==> config.mk <==
export PLATFORM = sky130hd
export DESIGN_NAME = button_debounce_fsm
export DESIGN_NICKNAME = d
export VERILOG_FILES = /design/src/rtl/btn_pkg.sv /design/src/rtl/sync_2ff.sv /design/src/rtl/button_debounce_fsm.sv
export SDC_FILE = /design/constraint.sdc
export NUM_CORES = 1
export LEC_CHECK = 0
export ABC_AREA = 1
export ABC_CLOCK_PERIOD_IN_PS = 1550
export BUFFER_PORTS_ARGS = -buffer_cell sky130_fd_sc_hd__buf_2
export CORE_AREA = 2 2 55 57
export CTS_BUF_LIST = sky130_fd_sc_hd__clkbuf_16
export DETAILED_ROUTE_END_ITERATION = 16
export DIE_AREA = 0 0 57 59
export PLACE_DENSITY = 0.69
export SYNTH_ARGS = -nofsm -noshare
export SYNTH_HDL_FRONTEND = slang
export SYNTH_HIERARCHICAL = 1
export SYNTH_SLANG_ARGS = --single-unit
export TNS_END_PERCENT = 20
==> constraint.sdc <==
create_clock -name clk -period 1.55 [get_ports clk]
set_clock_uncertainty 0.2 [all_clocks]
set_input_delay 0.0775 -clock clk [delete_from_list [all_inputs] [get_ports clk]]
set_output_delay 0.0775 -clock clk [all_outputs]
set_load 0.1 [all_outputs]
==> src/rtl/btn_pkg.sv <==
// btn_pkg: state encoding, default board timing and counter-width helpers
// shared by the button conditioning logic. Rev 1.0
`default_nettype none

package btn_pkg;

  typedef enum logic [2:0] {
    IDLE         = 3'd0,
    PRESS_WAIT   = 3'd1,
    PRESSED      = 3'd2,
    HELD         = 3'd3,
    RELEASE_WAIT = 3'd4
  } state_t;

  localparam int unsigned DEF_DEBOUNCE_CYCLES = 20;
  localparam int unsigned DEF_HOLD_CYCLES     = 100;
  localparam int unsigned DEF_REPEAT_CYCLES   = 50;
  localparam bit          DEF_BTN_ACTIVE_LOW  = 1'b1;

  function automatic int unsigned cnt_width(input int unsigned max_count);
    return (max_count < 1) ? 1 : $clog2(max_count + 1);
  endfunction

  function automatic int unsigned max_u(input int unsigned a, input int unsigned b);
    return (a > b) ? a : b;
  endfunction

endpackage

`default_nettype wire

==> src/rtl/sync_2ff.sv <==
// sync_2ff: two-flop synchroniser for asynchronous board inputs,
// with a configurable reset value. Rev 1.0
`default_nettype none

module sync_2ff #(
  parameter int unsigned      WIDTH       = 1,
  parameter logic [WIDTH-1:0] RESET_VALUE = '0
) (
  input  logic             clk,
  input  logic             rst_n,
  input  logic [WIDTH-1:0] d,
  output logic [WIDTH-1:0] q
);

  logic [WIDTH-1:0] meta;

  always_ff @(posedge clk or negedge rst_n) begin
    if (!rst_n) begin
      meta <= RESET_VALUE;
      q    <= RESET_VALUE;
    end else begin
      meta <= d;
      q    <= meta;
    end
  end

endmodule

`default_nettype wire

==> src/rtl/button_debounce_fsm.sv <==
// button_debounce_fsm: synchronises and debounces a push-button, producing a
// clean level, press/release pulses and auto-repeat pulses. Rev 1.0
`default_nettype none

module button_debounce_fsm
  import btn_pkg::*;
#(
  parameter int unsigned DEBOUNCE_CYCLES = DEF_DEBOUNCE_CYCLES,
  parameter int unsigned HOLD_CYCLES     = DEF_HOLD_CYCLES,
  parameter int unsigned REPEAT_CYCLES   = DEF_REPEAT_CYCLES,
  parameter bit          BTN_ACTIVE_LOW  = DEF_BTN_ACTIVE_LOW
) (
  input  logic clk,
  input  logic reset,
  input  logic btn,
  output logic level,
  output logic press,
  output logic release_pulse,
  output logic repeat_pulse,
  output logic long_press
);

  localparam int unsigned DW = cnt_width(DEBOUNCE_CYCLES);
  localparam int unsigned HW = cnt_width(max_u(HOLD_CYCLES, REPEAT_CYCLES));
  localparam logic [DW-1:0] D_LAST = DW'(DEBOUNCE_CYCLES - 1);
  localparam logic [HW-1:0] H_LAST = HW'(HOLD_CYCLES - 1);
  localparam logic [HW-1:0] R_LAST = HW'(REPEAT_CYCLES - 1);

  logic          btn_act;
  logic          s;
  state_t        state, state_nx;
  logic [DW-1:0] dcnt, dcnt_nx;
  logic [HW-1:0] hcnt, hcnt_nx;
  logic          from_held, from_held_nx;
  logic          level_nx, press_nx, release_nx, repeat_nx, long_nx;

  assign btn_act = btn ^ BTN_ACTIVE_LOW;

  sync_2ff #(
    .WIDTH       (1),
    .RESET_VALUE (1'b0)
  ) u_sync (
    .clk   (clk),
    .rst_n (reset),
    .d     (btn_act),
    .q     (s)
  );

  always_ff @(posedge clk or negedge reset) begin
    if (!reset) begin
      state         <= IDLE;
      dcnt          <= '0;
      hcnt          <= '0;
      from_held     <= 1'b0;
      level         <= 1'b0;
      press         <= 1'b0;
      release_pulse <= 1'b0;
      repeat_pulse  <= 1'b0;
      long_press    <= 1'b0;
    end else begin
      state         <= state_nx;
      dcnt          <= dcnt_nx;
      hcnt          <= hcnt_nx;
      from_held     <= from_held_nx;
      level         <= level_nx;
      press         <= press_nx;
      release_pulse <= release_nx;
      repeat_pulse  <= repeat_nx;
      long_press    <= long_nx;
    end
  end

  always_comb begin
    state_nx     = state;
    dcnt_nx      = dcnt;
    hcnt_nx      = hcnt;
    from_held_nx = from_held;
    press_nx     = 1'b0;
    release_nx   = 1'b0;
    repeat_nx    = 1'b0;
    case (state)
      IDLE: begin
        if (s) begin
          state_nx = PRESS_WAIT;
          dcnt_nx  = '0;
        end
      end
      PRESS_WAIT: begin
        if (!s) begin
          state_nx = IDLE;
        end else if (dcnt == D_LAST) begin
          state_nx = PRESSED;
          hcnt_nx  = '0;
          press_nx = 1'b1;
        end else begin
          dcnt_nx = dcnt + DW'(1);
        end
      end
      PRESSED: begin
        if (!s) begin
          state_nx     = RELEASE_WAIT;
          dcnt_nx      = '0;
          from_held_nx = 1'b0;
        end else if (hcnt == H_LAST) begin
          state_nx  = HELD;
          hcnt_nx   = '0;
          repeat_nx = 1'b1;
        end else begin
          hcnt_nx = hcnt + HW'(1);
        end
      end
      HELD: begin
        if (!s) begin
          state_nx     = RELEASE_WAIT;
          dcnt_nx      = '0;
          from_held_nx = 1'b1;
        end else if (hcnt == R_LAST) begin
          hcnt_nx   = '0;
          repeat_nx = 1'b1;
        end else begin
          hcnt_nx = hcnt + HW'(1);
        end
      end
      RELEASE_WAIT: begin
        // A release glitch resumes the hold timing where it left off.
        if (s) begin
          state_nx = from_held ? HELD : PRESSED;
        end else if (dcnt == D_LAST) begin
          state_nx   = IDLE;
          release_nx = 1'b1;
        end else begin
          dcnt_nx = dcnt + DW'(1);
        end
      end
      default: state_nx = IDLE;
    endcase
    level_nx = (state_nx == PRESSED) || (state_nx == HELD) || (state_nx == RELEASE_WAIT);
    long_nx  = (state_nx == HELD) || ((state_nx == RELEASE_WAIT) && from_held_nx);
  end

endmodule

`default_nettype wire

==> After elaboration in Yosys (flattened, before gate mapping) <==
Cells that the tools add are included.
{ "word_totals": {"reg_bits": 23, "elab_cells": 77} }
{ "op_classes": {"addsub": 2, "eq_ne": 17, "muxes": 36, "bitwise": 1, "n_reduce_logical": 10} }
{ "op_table": {"columns": ["operator", "n"], "rows": [
  ["7-bit 2-to-1 mux", 6],
  ["5-bit 2-to-1 mux", 5],
  ["3-bit 2-to-1 mux", 8],
  ["7-bit case mux with 3 select lines", 1],
  ["5-bit case mux with 4 select lines", 1],
  ["3-bit case mux with 5 select lines", 1],
  ["3-bit by 2-bit equality test with 1-bit output (second input constant)", 4],
  ["1-bit 2-to-1 mux", 12],
  ["5-bit AND reduction", 2],
  ["2-bit by 1-bit inequality test with 1-bit output (second input constant)", 4],
  ["7-bit by 1-bit adder with 7-bit output (second input constant)", 1],
  ["7-bit by 6-bit equality test with 1-bit output (second input constant)", 1],
  ["7-bit equality test (second input constant)", 1],
  ["3-bit equality test (second input constant)", 2],
  ["2-bit inequality test (second input constant)", 3],
  ["5-bit by 1-bit adder with 5-bit output (second input constant)", 1],
  ["5-bit equality test (second input constant)", 1],
  ["1-bit case mux with 2 select lines", 2],
  ["4-bit nonzero test", 1],
  ["3-bit by 1-bit equality test with 1-bit output (second input constant)", 1],
  ["3-bit zero test", 1],
  ["1-bit logical OR", 3],
  ["3-bit nonzero test", 1],
  ["2-bit OR reduction", 1],
  ["other kinds (2)", 2]
]} }

==> Logic depth before layout (Yosys ltp) <==
Gate-level depths: netlist of run 1.
{ "depth": {"word_depth": 7, "depth_mapped": 11, "depth_no_buf": 11} }

==> Modules after synthesis <==
The synthesis of run 1 kept the hierarchy.
{ "modules_own_cells": {"columns": ["module", "instances", "cells_per_inst", "area_per_inst_um2", "seq_area_each_um2"], "rows": [
  ["button_debounce_fsm", 1, 174, 1252.5, 525.5],
  ["sync_2ff", 1, 2, 50.0, 50.0]
]} }

==> Least setup slack after synthesis of run 1 <==
OpenSTA, ideal clock, no wires.
{ "synth_timing": {"kind": "register to register", "from": "reg dcnt[0]", "to": "reg hcnt[3]", "arrival_time_ps": 1258, "t_required_ps": 1222, "slack_ps": -36, "path_stages_with_launch": 9, "cell_sequence": "dfrtp_1 -> ha_1 -> nand2_1 -> nor3_2 -> nand2_1 -> nand2_1 -> nand3_2 -> nand2_1 -> o21ai_0"} }
{ "synth_between": {"elab_chain_len": 3} }
{ "synth_rtl": {"columns": ["element", "line", "rtl"], "rows": [
  ["start, declared", "button_debounce_fsm.sv:32", "logic [DW-1:0] dcnt, dcnt_nx;"],
  ["start signal, assigned", "button_debounce_fsm.sv:62", "dcnt <= dcnt_nx;"],
  ["5-bit equality test", "button_debounce_fsm.sv:91", "end else if (dcnt == D_LAST) begin"],
  ["2-bit inequality test (no source line)", null, null],
  ["5-bit AND reduction (no source line)", null, null],
  ["end signal, assigned", "button_debounce_fsm.sv:63", "hcnt <= hcnt_nx;"],
  ["end, declared", "button_debounce_fsm.sv:33", "logic [HW-1:0] hcnt, hcnt_nx;"]
]} }
Every way passes these cells.
A chain may end at the register's enable or synchronous reset.

==> Worst setup path in the final report of run 1 <==
{ "layout_timing": {"from": "reg state[2]", "to": "reg level"} }
{ "layout_between": {"elab_chain_len": 6, "word_cells_on_any_way": 19} }
{ "layout_rtl": {"columns": ["element", "line", "rtl"], "rows": [
  ["start, declared", "button_debounce_fsm.sv:31", "state_t state, state_nx;"],
  ["start signal, assigned", "button_debounce_fsm.sv:61", "state <= state_nx;"],
  ["3-bit 2-to-1 mux, on equally long branches", "button_debounce_fsm.sv:128, button_debounce_fsm.sv:91, button_debounce_fsm.sv:104", null],
  ["3-bit 2-to-1 mux, on equally long branches", "button_debounce_fsm.sv:126, button_debounce_fsm.sv:89, button_debounce_fsm.sv:100", null],
  ["3-bit case mux with 5 select lines *", "button_debounce_fsm.sv:81", "case (state)"],
  ["named net state_nx[2]", "button_debounce_fsm.sv:31", null],
  ["3-bit by 2-bit equality test with 1-bit output", "button_debounce_fsm.sv:137", "level_nx = (state_nx == PRESSED) || (state_nx == HELD) || (state_nx == RELEASE_WAIT);"],
  ["1-bit logical OR", "button_debounce_fsm.sv:137", null],
  ["1-bit logical OR *", "button_debounce_fsm.sv:137", null],
  ["named net level_nx", "button_debounce_fsm.sv:35", "logic level_nx, press_nx, release_nx, repeat_nx, long_nx;"],
  ["end signal, assigned", "button_debounce_fsm.sv:65", "level <= level_nx;"],
  ["end, declared", "button_debounce_fsm.sv:16", "output logic level,"]
]} }
The timed path passes the listed nets; every way through them passes the cells marked *.

==> results of run 1 <==
[layer usage]
metal  track usage, %  routed length (um)  vias to the layer above
met5                0                   0                        -
li1                 -                   -                      629
met2             33.7                1360                       17
met3             3.28                  88                        5
met4             6.98                  40                        0
met1             23.7                1270                      578
[cell families after synthesis]
family                   share of synthesized area [%]
AND/OR/NAND/NOR                                   38.0
flip-flops                                        44.2
buffers and inverters                             6.05
AO/OA/AOI/OAI                                     6.82
XOR/XNOR                                          2.02
adder cells (fa/ha/maj)                           2.88
[placed cells by master, fill, tap and decap left out]
master,n
nand3_4,1
inv_2,3
ha_2,1
nand2_1,64
buf_4,23
or2_2,2
o21ai_0,2
a21oi_4,1
nand2_2,6
nor2_1,11
inv_1,18
clkbuf_16,3
nor2_4,2
nor3_4,1
o21bai_1,1
a21oi_1,5
nand3_1,14
xor2_1,2
nand3b_1,3
o211ai_1,1
buf_2,7
a31o_2,1
ha_1,2
nand2_4,1
dlygate4sd3_1,2
o21ai_1,3
nand4_1,2
nor2_2,4
dfrtp_1,23
o22ai_1,1
clkinv_2,1
xnor2_1,1
[flip-flops by register name, indices dropped and copies added (netlist names)]
signal	count
long_press	1
release_pulse	1
press	1
u_sync/q	1
hcnt	7
state	3
repeat_pulse	1
u_sync/meta	1
dcnt	5
level	1
from_held	1
[report_power, final]
part	switching, W	internal, W	total (W)
Clock	0.000210	0.000347	0.000556
Combinational	0.000114	0.0000999	0.000214
Sequential	0.0000216	0.000628	0.000650
Total	0.000345	0.00107	0.00142
[worst paths after layout]
| path | endpoint | start | cells past startpoint |
|---|---|---|---|
| setup / recovery | level | state[2] | 6 |
| hold / removal | hcnt[3] | reset | 2 |
| setup reg to reg | level | state[2] | 6 |
| hold reg to reg | u_sync/q | u_sync/meta | 0 |
| max in group asynchronous | release_pulse | reset | 2 |
| min in group clk | u_sync/q | u_sync/meta | 0 |
[what timing repair did]
| item | CTS | global route |
|---|---|---|
| hold buffers | 2 | 0 |
| endpoints found under the setup margin | 14 | 16 |
| pin swaps | 3 | 3 |
| gates resized for setup | 11 | 3 |
| gates cloned | 0 | 0 |
| hold endpoints to repair | 24 | 0 |
[area by class of cell]
cell class                 instances  area (um^2)  area share [%]
clock buffer                       3         75.1            4.43
clock inverter                     1         5.00           0.296
sequential                        23          576            34.0
multi-input combinational        132          692            40.9
timing repair buffer              32          228            13.5
inverter                          21         78.8            4.66
tap                               31         38.8            2.29
[per-stage QoR]
stage	utilization [%]	setup slack [ns]	area, um^2
floorplan	-	-0.0235	1310
global placement	57.2	-0.0374	1550
detailed placement	57.2	-0.127	1550
CTS	62.2	-0.0486	1690
global route	62.5	-0.137	1690
finish	62.5	-0.0380	1690
==> out/qor.txt, run 1 <==
Area of the core = 2710 um^2
Total power = 0.00142 W
WHS = 0.114 ns
Row count = 19
Gr usage total = 19.1%
H-Tree Depth = 1
Cells after synthesis = 176
TritonCTS clock tree = yes
Final hold violation count = 0
Layout cells sized above 1 = 26.9%
TNS Setup = -0.190 ns
Height of the die = 59 um
Via density per instance = 5.06
Ys Warns = 6
Post-CTS setup buffers = 0
# setup viols final = 11
Pin count of the biggest net entering global routing = 24
Avg Cell Area, Syn = 7.40 um^2
DR WL/cell = 11.3 um
Remaining antenna violation count after routing = 0
Top-count cell post-synth = nand2_1
VDD IR max = 0.000690 V
Critical path fanouts, max = 6
Synthesized area = 1300 um^2
Final worst slack = -0.0380 ns
PwrDens = 839 nW/um^2
DR pass1 iterations = 4
Final Critical Period = 1.59 ns
Crit start category = flop
Outcome = finished, violations left
Num CTS Buffers = 3
GP Congestion = 0.819
Die Footprint = 3360 um^2
Clock Tree Buf Depth = 2
Initial antenna violation count = 0
Critical path's top delay family = simple AND/OR/NAND/NOR gates
RSZ-0062 raised after global routing = true
Detailed Route WL = 2.75 mm
Failing checks = setup timing
Slowest CP cell = dfrtp_1
WS Path Type = reg -> reg
Combined buffer and inverter count along the critical path = 2
Finished Layout Cells = 243
Diode count = 0
Synth top cells by count = nand2_1 (69), dfrtp_1 (23), inv_1 (20)
Remaining global-route overflow = 0
Synth-to-Final Area Change = 30.0%
Fillers = 248
Asr flop ratio synth = 100%
Worst-path clk slew = 0.06 ns
Setup crit end kind = flop
Top cell type's share of synthesized area = 44.2%
Number of global-route vias before repair = 1166
Worst reg2reg setup slack = -0.04 ns
Hpwl dp = 2.19 mm
Max Fclk = 630 MHz
Max stage delay on crit path = 0.40 ns
Top Ports = 8
Total number of vias = 1229
Final worst-path cycle share = 102%
Post-synth EDFFs = 0
Static Leak = 0.897 nW
Post-synth top area cell = dfrtp_1
Placed insts = 237
First-pass GRT wire length = 4.93 mm
CTS root buffer = clkbuf_16
CP cell instances = inv_2 > nand2_4 > nor2_1 > inv_1 > o21ai_1 > or2_2
Starting Density = 48.1%
Synth area leaders = dfrtp_1 (44%), nand2_1 (20%), inv_1 (5.8%), nand3_1 (5.4%), nor2_1 (4.0%)
Min-Delay Path Class = in -> async
Synth unique cells = 26
Mapped Nets = 182
Final Max Slew Viols = 0
Die W = 57 um
Drt initial violations = 53
Clk sinks = 23
Synthesized flop and latch total = 23
Register area share after synthesis = 44.2%
Max-cap viol count = 0
Buffers on Ports = 7
DRC errors left = 0
Net count, final = 219
WP data arrival = 1.53 ns
Slew @ Worst Pin = 0.504 ns
Slew headroom = 66.4%
Ys flop type = dfrtp_1
WP data required = 1.49 ns
Worst-skew pair later-pin latency = 0.26 ns
No activity file was read; power rests on OpenSTA's default activity.
==> run 2, diff against run 1 <==
--- a/config.mk
+++ b/config.mk
@@ -6,13 +6,14 @@
 export NUM_CORES = 1
 export LEC_CHECK = 0
 export ABC_AREA = 1
-export ABC_CLOCK_PERIOD_IN_PS = 1550
-export BUFFER_PORTS_ARGS = -buffer_cell sky130_fd_sc_hd__buf_2
+export ABC_CLOCK_PERIOD_IN_PS = 1300
 export CORE_AREA = 2 2 55 57
 export CTS_BUF_LIST = sky130_fd_sc_hd__clkbuf_16
 export DETAILED_ROUTE_END_ITERATION = 16
 export DIE_AREA = 0 0 57 59
-export PLACE_DENSITY = 0.69
+export DONT_BUFFER_PORTS = 1
+export PLACE_DENSITY = 0.66
+export SLEW_MARGIN = 0
 export SYNTH_ARGS = -nofsm -noshare
 export SYNTH_HDL_FRONTEND = slang
 export SYNTH_HIERARCHICAL = 1
==> constraint.sdc (replaced) <==
create_clock -name clk -period 1.3 [get_ports clk]
set_clock_uncertainty 0.2 [all_clocks]
set_input_delay 0.065 -clock clk [delete_from_list [all_inputs] [get_ports clk]]
set_output_delay 0.065 -clock clk [all_outputs]
set_load 0.1 [all_outputs]
==> run 2 against run 1 <==
The flow finishes with violations (hold timing, setup timing). Total power grew 21%. Sequential share of layout area shrank 3.8 points. Combinational power grew 28%. Final cell count grew 6.6%. Cell area grew 13%. Critical path type unchanged. Largest cell class unchanged. Highest routed layer unchanged.
==> out/qor.txt, run 2 (synthesis gave the netlist of run 1 again) <==
WP data arrival = 1.53 ns (about the same)
Worst reg2reg setup slack = -0.29 ns (-0.25 ns)
Worst-path clk slew = 0.06 ns (about the same)
RR Endpoint = level
Height of the die = 59 um (unchanged)
Via density per instance = 5.12 (+1.2%)
Final worst-path cycle share = 122% (+20 points)
Die Footprint = 3360 um^2 (unchanged)
Setup crit end kind = flop
Final worst slack = -0.287 ns (-0.249 ns)
Placement Setup Slack = -0.321 ns (-0.194 ns)
Num CTS Buffers = 3 (unchanged)
Max reg flops = 7 (unchanged)
Post-CTS setup buffers = 0 (unchanged)
WP data required = 1.24 ns (-0.25 ns)
Max Fclk = 630 MHz (about the same)
Layout cells sized above 1 = 39.9% (+13 points)
Slew headroom = 30.6% (-36 points)
Final Max Slew Viols = 0 (unchanged)
Total number of vias = 1325 (+7.8%)
Combined buffer and inverter count along the critical path = 0 (-2)
Synth-to-Final Area Change = 46.3%
Slowest CP cell = dfrtp_1
CTS root buffer = clkbuf_16
WS Path Type = reg -> reg
Top Ports = 8 (unchanged)
GP Congestion = 0.898 (+9.6%)
Core occupancy in the finished layout = 70.3% (+7.8 points)
H-Tree Depth = 1 (unchanged)
TritonCTS clock tree = yes
DRC errors left = 0 (unchanged)
Final instance area = 1910 um^2 (+13%)
Failing checks = hold timing, setup timing
Register with the most flip-flops = hcnt
DP Area = 1690 um^2 (+8.9%)
Max stage delay on crit path = 0.35 ns (-0.05 ns)
Hpwl dp = 2.51 mm (+14%)
Initial antenna violation count = 0 (unchanged)
VDD IR max = 0.000936 V (+36%)
First-pass GRT wire length = 6.01 mm (+22%)
Detailed Route WL = 3.51 mm (+28%)
CP cell instances = ha_2 > nand2_2 > nor3_4 > o21ai_1 > or2_2
DR WL/cell = 13.6 um (+20%)
Commonest non-fill, non-tap cell in the layout = nand2_1
Crit path depth = 5 (-1)
Die W = 57 um (unchanged)
Worst r2r src = dcnt[0]
Crit start category = flop
Min-Delay Path Class = in -> async
Pin count of the biggest net entering global routing = 24 (unchanged)
Total power = 0.00171 W (+21%)
Number of global-route vias before repair = 1434 (+23%)
RSZ-0062 raised after global routing = true
WHS = -0.134 ns (-0.248 ns)
Clock Tree Buf Depth = 2 (unchanged)
Drt initial violations = 56 (+5.7%)
Diode count = 0 (unchanged)
Critical path fanouts, max = 4 (-2)
Starting Density = 48.1% (unchanged)
Final hold violation count = 23 (+23)
Critical path's top delay family = simple AND/OR/NAND/NOR gates
Slew @ Worst Pin = 1.04 ns (+0.537 ns)
Outcome = finished, violations left
Static Leak = 1.00 nW (+12%)
# setup viols final = 21 (+10)
Commonest non-fill, non-tap cells in the layout = nand2_1 (59), buf_4 (42), dfrtp_1 (23), inv_1 (14), nand3_1 (12)
Net count, final = 235 (+7.3%)
Max-cap viol count = 0 (unchanged)
Final Critical Period = 1.59 ns (-0.00102 ns)
Buffers on Ports = 0 (-7)
Area of the core = 2710 um^2 (unchanged)
Remaining antenna violation count after routing = 0 (unchanged)
PwrDens = 900 nW/um^2 (+7.2%)
Post-CTS Hold Fix Bufs = 2 (unchanged)
Row count = 19 (unchanged)
Register-to-Register Path Depth = 5 (-1)
Remaining global-route overflow = 0 (unchanged)
Largest regs = hcnt x7, dcnt x5, state x3
DR pass1 iterations = 4 (unchanged)
Worst-skew pair later-pin latency = 0.26 ns (about the same)
Clk sinks = 23 (unchanged)
Gr usage total = 23.7% (+4.6 points)
run 2: how the worst max path moves through the flow:
| stage | start | end | slack (ns) |
|---|---|---|---|
| global placement | state[0] | dcnt[3] | -0.27 |
| CTS | state[0] | dcnt[3] | -0.28 |
| global route | dcnt[0] | hcnt[0] | -0.39 |
| floorplan | dcnt[0] | hcnt[3] | -0.27 |
| finish | dcnt[0] | level | -0.29 |
| detailed placement | dcnt[0] | hcnt[3] | -0.32 |
run 2: routing by layer:
layer  routed length (um)  vias to the layer above  GRT usage [%]
li1                     -                      661              -
met1                 1350                      626           24.8
met2                 1940                       26           45.5
met3                  101                       12           3.49
met4                  118                        0           12.6
met5                    0                        -              0
run 2: cell type report:
cell class | count | area (um^2)
Clock buffer | 3 | 75.1
Clock inverter | 1 | 5.00
Fill cell | 222 | 805
Inverter | 21 | 78.8
Multi-Input combinational cell | 132 | 749
Sequential cell | 23 | 576
Tap cell | 31 | 38.8
Timing Repair Buffer | 48 | 383
run 2: per-stage QoR:
stage | setup TNS [ns] | std cells | hold WS (ns)
2_1_floorplan | -3.29 | 176 | -0.431
3_3_place_gp | -3.91 | 253 | -0.430
3_5_place_dp | -4.84 | 253 | -0.430
4_1_cts | -4.28 | 259 | 0.167
5_1_grt | -6.25 | 259 | -0.0359
6_report | -4.32 | 259 | -0.134
run 2: power breakdown:
group / switching, W / internal (W) / leakage, nW
Combinational: 0.000154 / 0.000120 / 0.650
Sequential: 0.0000250 / 0.000749 / 0.313
Clock: 0.000252 / 0.000414 / 0.0409
Total: 0.000432 / 0.00128 / 1.00
run 2: timing repair:
action / 4_1_cts / 5_1_grt
endpoints found under the setup margin: 21 / 44
resized for setup: 28 / 12
cloned: 0 / 0
hold endpoints to repair: 24 / 23
pin swaps: 5 / 5
